## src/rtl/lag_pl_output_arbiter_if.sv

```systemverilog
// rtl/lag_pl_output_arbiter_if.sv - FIFO-head and output-stage bundle of the PL output arbiter
//
// Purpose: carries the FIFO-bank side (heads, pop, returned credits) and the
// registered output stage of lag_pl_output_arbiter.
// Signals:
//   head_data  [n*flit_w] head flit per FIFO, slice i = channel i
//   head_empty [n]        FIFO empty flags
//   head_tail  [n]        head flit is a packet tail
//   credit_in  [n]        one pulse returns one downstream credit
//   pop        [n]        one-hot/zero pop vector back to the FIFO bank
//   out_valid/out_data/out_pl/out_tail  registered selected flit
// Modports: master = arbiter, slave = FIFO bank / downstream environment.

interface lag_pl_output_arbiter_if #(
  parameter int n      = 4,
  parameter int flit_w = 64
);
  localparam int pl_w = (n > 1) ? $clog2(n) : 1;

  logic [n*flit_w-1:0] head_data;
  logic [n-1:0]        head_empty;
  logic [n-1:0]        head_tail;
  logic [n-1:0]        credit_in;
  logic [n-1:0]        pop;
  logic                out_valid;
  logic [flit_w-1:0]   out_data;
  logic [pl_w-1:0]     out_pl;
  logic                out_tail;

  modport master (
    input  head_data, head_empty, head_tail, credit_in,
    output pop, out_valid, out_data, out_pl, out_tail
  );

  modport slave (
    output head_data, head_empty, head_tail, credit_in,
    input  pop, out_valid, out_data, out_pl, out_tail
  );
endinterface

```

## src/rtl/lag_pl_output_arbiter.sv

```systemverilog
// rtl/lag_pl_output_arbiter.sv - round-robin, credit-gated, wormhole-locking PL output arbiter
//
// Purpose: picks at most one FIFO head per cycle (round-robin from ptr),
// requires a downstream credit, keeps a channel locked until its tail flit
// is sent, and registers the chosen flit into the output stage.
// Ports:
//   clk         clock, rising edge
//   rst_n       asynchronous active-low reset
//   bus         lag_pl_output_arbiter_if.master (heads, pop, credits, output stage)
//   credit_err  sticky: a credit was returned to an already-full counter

module lag_pl_output_arbiter #(
  parameter int n       = 4,
  parameter int flit_w  = 64,
  parameter int credits = 3
) (
  input  logic                           clk,
  input  logic                           rst_n,
  lag_pl_output_arbiter_if.master        bus,
  output logic                           credit_err
);
  localparam int pl_w  = (n > 1) ? $clog2(n) : 1;
  localparam int cnt_w = $clog2(credits + 1);

  logic [cnt_w-1:0] cnt [n];
  logic [pl_w-1:0]  ptr;
  logic             lock_valid;
  logic [pl_w-1:0]  lock_id;

  logic [n-1:0]     elig;
  logic             grant_valid;
  logic [pl_w-1:0]  grant_id;
  logic [n-1:0]     pop_vec;

  // While locked, every channel except the lock owner is masked.
  always_comb begin
    elig = '0;
    for (int i = 0; i < n; i++) begin
      elig[i] = !bus.head_empty[i] && (cnt[i] != '0) &&
                (!lock_valid || (lock_id == pl_w'(i)));
    end
  end

  // First eligible channel scanning ptr, ptr+1, ... modulo n.
  always_comb begin
    int              idx;
    logic [pl_w-1:0] cand;
    grant_valid = 1'b0;
    grant_id    = '0;
    idx         = 0;
    cand        = '0;
    for (int k = 0; k < n; k++) begin
      idx = int'(ptr) + k;
      if (idx >= n) idx = idx - n;
      cand = pl_w'(idx);
      if (!grant_valid && elig[cand]) begin
        grant_valid = 1'b1;
        grant_id    = cand;
      end
    end
  end

  always_comb begin
    pop_vec = '0;
    if (grant_valid) pop_vec[grant_id] = 1'b1;
  end

  // Reset level gates pop directly so nothing is popped during reset.
  assign bus.pop = rst_n ? pop_vec : '0;

  always_ff @(posedge clk or negedge rst_n) begin
    if (!rst_n) begin
      for (int i = 0; i < n; i++) cnt[i] <= cnt_w'(credits);
      ptr           <= '0;
      lock_valid    <= 1'b0;
      lock_id       <= '0;
      bus.out_valid <= 1'b0;
      bus.out_data  <= '0;
      bus.out_pl    <= '0;
      bus.out_tail  <= 1'b0;
      credit_err    <= 1'b0;
    end else begin
      if (grant_valid) begin
        bus.out_valid <= 1'b1;
        bus.out_data  <= bus.head_data[int'(grant_id) * flit_w +: flit_w];
        bus.out_pl    <= grant_id;
        bus.out_tail  <= bus.head_tail[grant_id];
        ptr           <= (grant_id == pl_w'(n - 1)) ? '0 : grant_id + pl_w'(1);
        if (bus.head_tail[grant_id]) begin
          lock_valid <= 1'b0;
        end else begin
          lock_valid <= 1'b1;
          lock_id    <= grant_id;
        end
      end else begin
        bus.out_valid <= 1'b0;
      end

      // A grant and a returned credit on the same channel cancel out.
      for (int i = 0; i < n; i++) begin
        if (bus.credit_in[i] && !pop_vec[i]) begin
          if (cnt[i] == cnt_w'(credits)) credit_err <= 1'b1;
          else                            cnt[i] <= cnt[i] + cnt_w'(1);
        end else if (pop_vec[i] && !bus.credit_in[i]) begin
          cnt[i] <= cnt[i] - cnt_w'(1);
        end
      end
    end
  end
endmodule

```

## src/flat_wrapper.sv

```systemverilog
// flat-port wrapper written by rule: the top's interface ports become plain ports
module lag_pl_output_arbiter_flat 
#(
  parameter int n       = 4,
  parameter int flit_w  = 64,
  parameter int credits = 3
)
  (clk, rst_n, credit_err, bus_head_data, bus_head_empty, bus_head_tail, bus_credit_in, bus_pop, bus_out_valid, bus_out_data, bus_out_pl, bus_out_tail);
  lag_pl_output_arbiter_if #(.n(n), .flit_w(flit_w)) bus_i ();
  input  logic clk;
  input  logic rst_n;
  output logic credit_err;
  input wire logic [$bits(bus_i.head_data)-1:0] bus_head_data;
  input wire logic [$bits(bus_i.head_empty)-1:0] bus_head_empty;
  input wire logic [$bits(bus_i.head_tail)-1:0] bus_head_tail;
  input wire logic [$bits(bus_i.credit_in)-1:0] bus_credit_in;
  output wire logic [$bits(bus_i.pop)-1:0] bus_pop;
  output wire logic [$bits(bus_i.out_valid)-1:0] bus_out_valid;
  output wire logic [$bits(bus_i.out_data)-1:0] bus_out_data;
  output wire logic [$bits(bus_i.out_pl)-1:0] bus_out_pl;
  output wire logic [$bits(bus_i.out_tail)-1:0] bus_out_tail;
  assign bus_i.head_data = bus_head_data;
  assign bus_i.head_empty = bus_head_empty;
  assign bus_i.head_tail = bus_head_tail;
  assign bus_i.credit_in = bus_credit_in;
  assign bus_pop = bus_i.pop;
  assign bus_out_valid = bus_i.out_valid;
  assign bus_out_data = bus_i.out_data;
  assign bus_out_pl = bus_i.out_pl;
  assign bus_out_tail = bus_i.out_tail;
  lag_pl_output_arbiter #(.n(n), .flit_w(flit_w), .credits(credits)) u_core (.clk(clk), .rst_n(rst_n), .bus(bus_i), .credit_err(credit_err));
endmodule
```

## config.mk

```make
export PLATFORM = sky130hd
export DESIGN_NAME = lag_pl_output_arbiter_flat
export DESIGN_NICKNAME = d
export VERILOG_FILES = /design/src/rtl/lag_pl_output_arbiter_if.sv /design/src/rtl/lag_pl_output_arbiter.sv /design/src/flat_wrapper.sv
export SDC_FILE = /design/constraint.sdc
export NUM_CORES = 1
export LEC_CHECK = 0
export CAP_MARGIN = 20
export CORE_AREA = 2 2 132 134
export CTS_CLUSTER_SIZE = 14
export DETAILED_ROUTE_END_ITERATION = 12
export DIE_AREA = 0 0 134 136
export PLACE_DENSITY_LB_ADDON = 0.25
export SLEW_MARGIN = 20
export SYNTH_ARGS = -nofsm -noshare
export SYNTH_HDL_FRONTEND = slang
export SYNTH_SLANG_ARGS = --single-unit
```

## constraint.sdc

```tcl
create_clock -name clk -period 3.87 [get_ports clk]
set_input_delay 0.774 -clock clk [delete_from_list [all_inputs] [get_ports clk]]
set_output_delay 0.774 -clock clk [all_outputs]
set_load 0.02 [all_outputs]
```

==> run metrics <==
status completed; Chip Height 136 um; Final GP Congestion 0.952; Worst Setup Slack, final 0.361 ns; cell area power density 790 nW/um^2; unrepaired setup endpoints after global routing false; routing usage on met2 0.374; DR iter-0 viols 194; CORE AREA 16900 sq um; initial antenna violation count 0; WL final 19.3 mm; skew final 0.0102 ns; Pwr Total 7080 uW; max frequency 285 MHz; endpoints failing setup 0; # H-tree levels 3; Max FO, Critical Path 4; Clock Sinks 82; antenna viol nets, final 0; Final Hold Vio Count 0; row cnt 48; Core Util, Final 0.531; pre-CTS WS 0.00812 ns; critical path startpoint bus_head_empty[0]; Avg Inst Size Synth 9.94 sq um; HP Start u_core.bus.out_data[30]; Area Overhead vs Synth 79.4%; post-synth net total 777; Buffers on Ports 342; static leakage 0.00386 uW; WP data arrival 2.73 ns; # IOs 343; Startpoint Class input pin; GR Util met1 0.230; Yosys cell types 45; grt ovf 0; Slew Limit Fails 0; Non-Filler Cell Area, Final 8970 sq um; layout cells sized above 1 0.0618; postcts setup bufs 0; DRT Pass-1 Iters 4; final worst path period need 3.51 ns; CP Class input pin to output port; clk root buf clkbuf_16; fin crit share 0.907; Post-Syn Area 5000 sq um; via count 5342; reg-to-reg setup timing slack 1.04 ns; total track usage 0.206; post-synthesis sequential area ratio 0.413; largest net degree at the start of global routing 92; dpl cell area 8670 sq um; worst skew pair latency 0.34 ns; hpwl dp 15.0 mm; nature of the critical path endpoint output port; Total Negative Setup Slacks 0 ns; Total Nets Final 1110; Starting Density 0.296; DR DRC count 0; Fill cells 1478; Avg WL per Cell 18.1 um; RR Startpoint u_core.cnt[3]; Worst Path Required 3.10 ns; Slew HR 0.521; Worst VDD drop 609 uV; TritonCTS clock tree done; Worst-Margin Slew 0.718 ns; max_cap viols 0; Max Root-Sink Buffers 2; Die ar. 18200 sq um; worst hold path class flop to flop; Die Wd 134 um; Yosys reg bits 82; vias per cell 5.01; Yosys warning total 0; Inserted Clock Buffers 9; first-pass GRT wire length 29.5 mm; grt peak-use layer met2; clock slew at reported path FFs 0.06 ns; Inserted Diodes 0; vias in the first global route 5603; met3 GRT Util 0.0570; Synth Instances 503
cell families after synthesis:
family	after synthesis	synth area share
mux	115	0.235
compound gates	124	0.183
fa+ha+maj	4	0.0100
simple gates	133	0.112
flops	82	0.413
buf+inv	45	0.0478
path summary, 6_finish.rpt:
path	cells past startpoint	end
max	9	bus_pop[2]
min	2	u_core.bus.out_data[30]
max reg2reg	9	u_core.lock_id[0]
min reg2reg	2	u_core.bus.out_data[30]
max in group asynchronous	2	u_core.bus.out_data[15]
min in group asynchronous	2	u_core.bus.out_data[54]
state kept, by name (all words and copies together) (netlist names):
name / flops
u_core.bus.out_pl: 2
u_core.lock_id: 2
u_core.lock_valid: 1
u_core.bus.out_data: 64
u_core.ptr: 2
u_core.bus.out_tail: 1
u_core.bus.out_valid: 1
u_core.cnt: 8
u_core.credit_err: 1
cell type report:
class                   count  area [sq um]  share of cell area
inverters                   6          27.5             0.00307
repair buffers            361          3600               0.401
flip-flops and latches     82          2060               0.230
multi-input cells         376          2710               0.302
well taps                 225           282              0.0314
clock inverters             6          57.6             0.00642
clock buffers              10           229              0.0255
through the flow:
stage	hold WS [ns]	instances
after global placement	0.462	1050
after global routing	0.508	1066
after detailed placement	0.474	1050
final	0.488	1066
after floorplan	0.478	503
after CTS	0.489	1066
synth_stat cells:
library cell  instances  area (sq um)
nand2_1              98           368
mux2i_1              96           961
dfrtp_1              74          1850
o221ai_1             46           403
a31oi_1              19           119
mux2_1               19           214
clkbuf_1             18          67.6
o22ai_1              18           113
nor2_1               13          48.8
a21oi_1               8          40.0
dfstp_2               8           210
buf_4                 7          52.6
o21ai_1               6          30.0
buf_2                 5          25.0
buf_6                 5          56.3
o21ai_0               5          25.0
and3_1                4          25.0
buf_1                 4          15.0
ha_1                  4          50.1
inv_2                 4          15.0
nor2b_1               4          25.0
a21boi_1              3          22.5
nand3_1               3          15.0
nor3_1                3          15.0
o31a_1                3          26.3
a21o_1                2          15.0
inv_1                 2          7.51
nand2b_1              2          12.5
nand4_1               2          12.5
o211ai_1              2          15.0
o21bai_1              2          15.0
a2111oi_0             1          8.76
a211o_1               1          8.76
a211oi_1              1          7.51
a211oi_2              1          12.5
a221o_1               1          10.0
a22o_1                1          8.76
a311oi_1              1          8.76
and2_1                1          6.26
nor2_4                1          11.3
nor4_2                1          12.5
o21a_1                1          7.51
o21ba_1               1          10.0
o22a_1                1          8.76
or2_1                 1          6.26
repair_timing:
action,CTS,global route
setup endpoints to repair,0,4
gates resized for setup,0,6
hold buffers,0,0
report_power, final:
part | switching (uW) | leakage (uW) | internal [uW]
registers | 271 | 0.000955 | 1330
clock network | 340 | 0.000142 | 495
logic | 2510 | 0.00277 | 2140
total | 3120 | 0.00386 | 3960
cells in the final DEF (no fill, tap or decap), drive strengths merged, types with 2 or more instances in the layout:
cell,synthesis,layout
a211oi,2,2
a21boi,3,3
a21o,2,2
a21oi,8,8
a31oi,19,19
and3,4,4
buf,21,20
clkbuf,18,10
clkdlybuf4s50,0,337
clkinv,0,4
dfrtp,74,74
dfstp,8,8
dlymetal6s2s,0,4
ha,4,4
inv,6,6
mux2,19,19
mux2i,96,96
nand2,98,98
nand2b,2,2
nand3,3,3
nand4,2,2
nor2,14,14
nor2b,4,4
nor3,3,3
o211ai,2,2
o21ai,11,11
o21bai,2,2
o221ai,46,46
o22ai,18,18
o31a,3,3
routing by layer:
metal,part of all wire,vias to the layer above
met2,0.51,262
met4,0.026,0
met5,0,-
met3,0.088,33
li1,-,2548
met1,0.38,2499
critical path, cell delays in order:
cell             delay, ns
clkdlybuf4s50_1       0.46
o21bai_1              0.16
nor3_1                0.10
a221o_1               0.41
nor2_4                0.21
inv_6                 0.06
ha_1                  0.21
and3_1                0.14
dlymetal6s2s_1        0.20
Power figures use the tool's default switching activity.
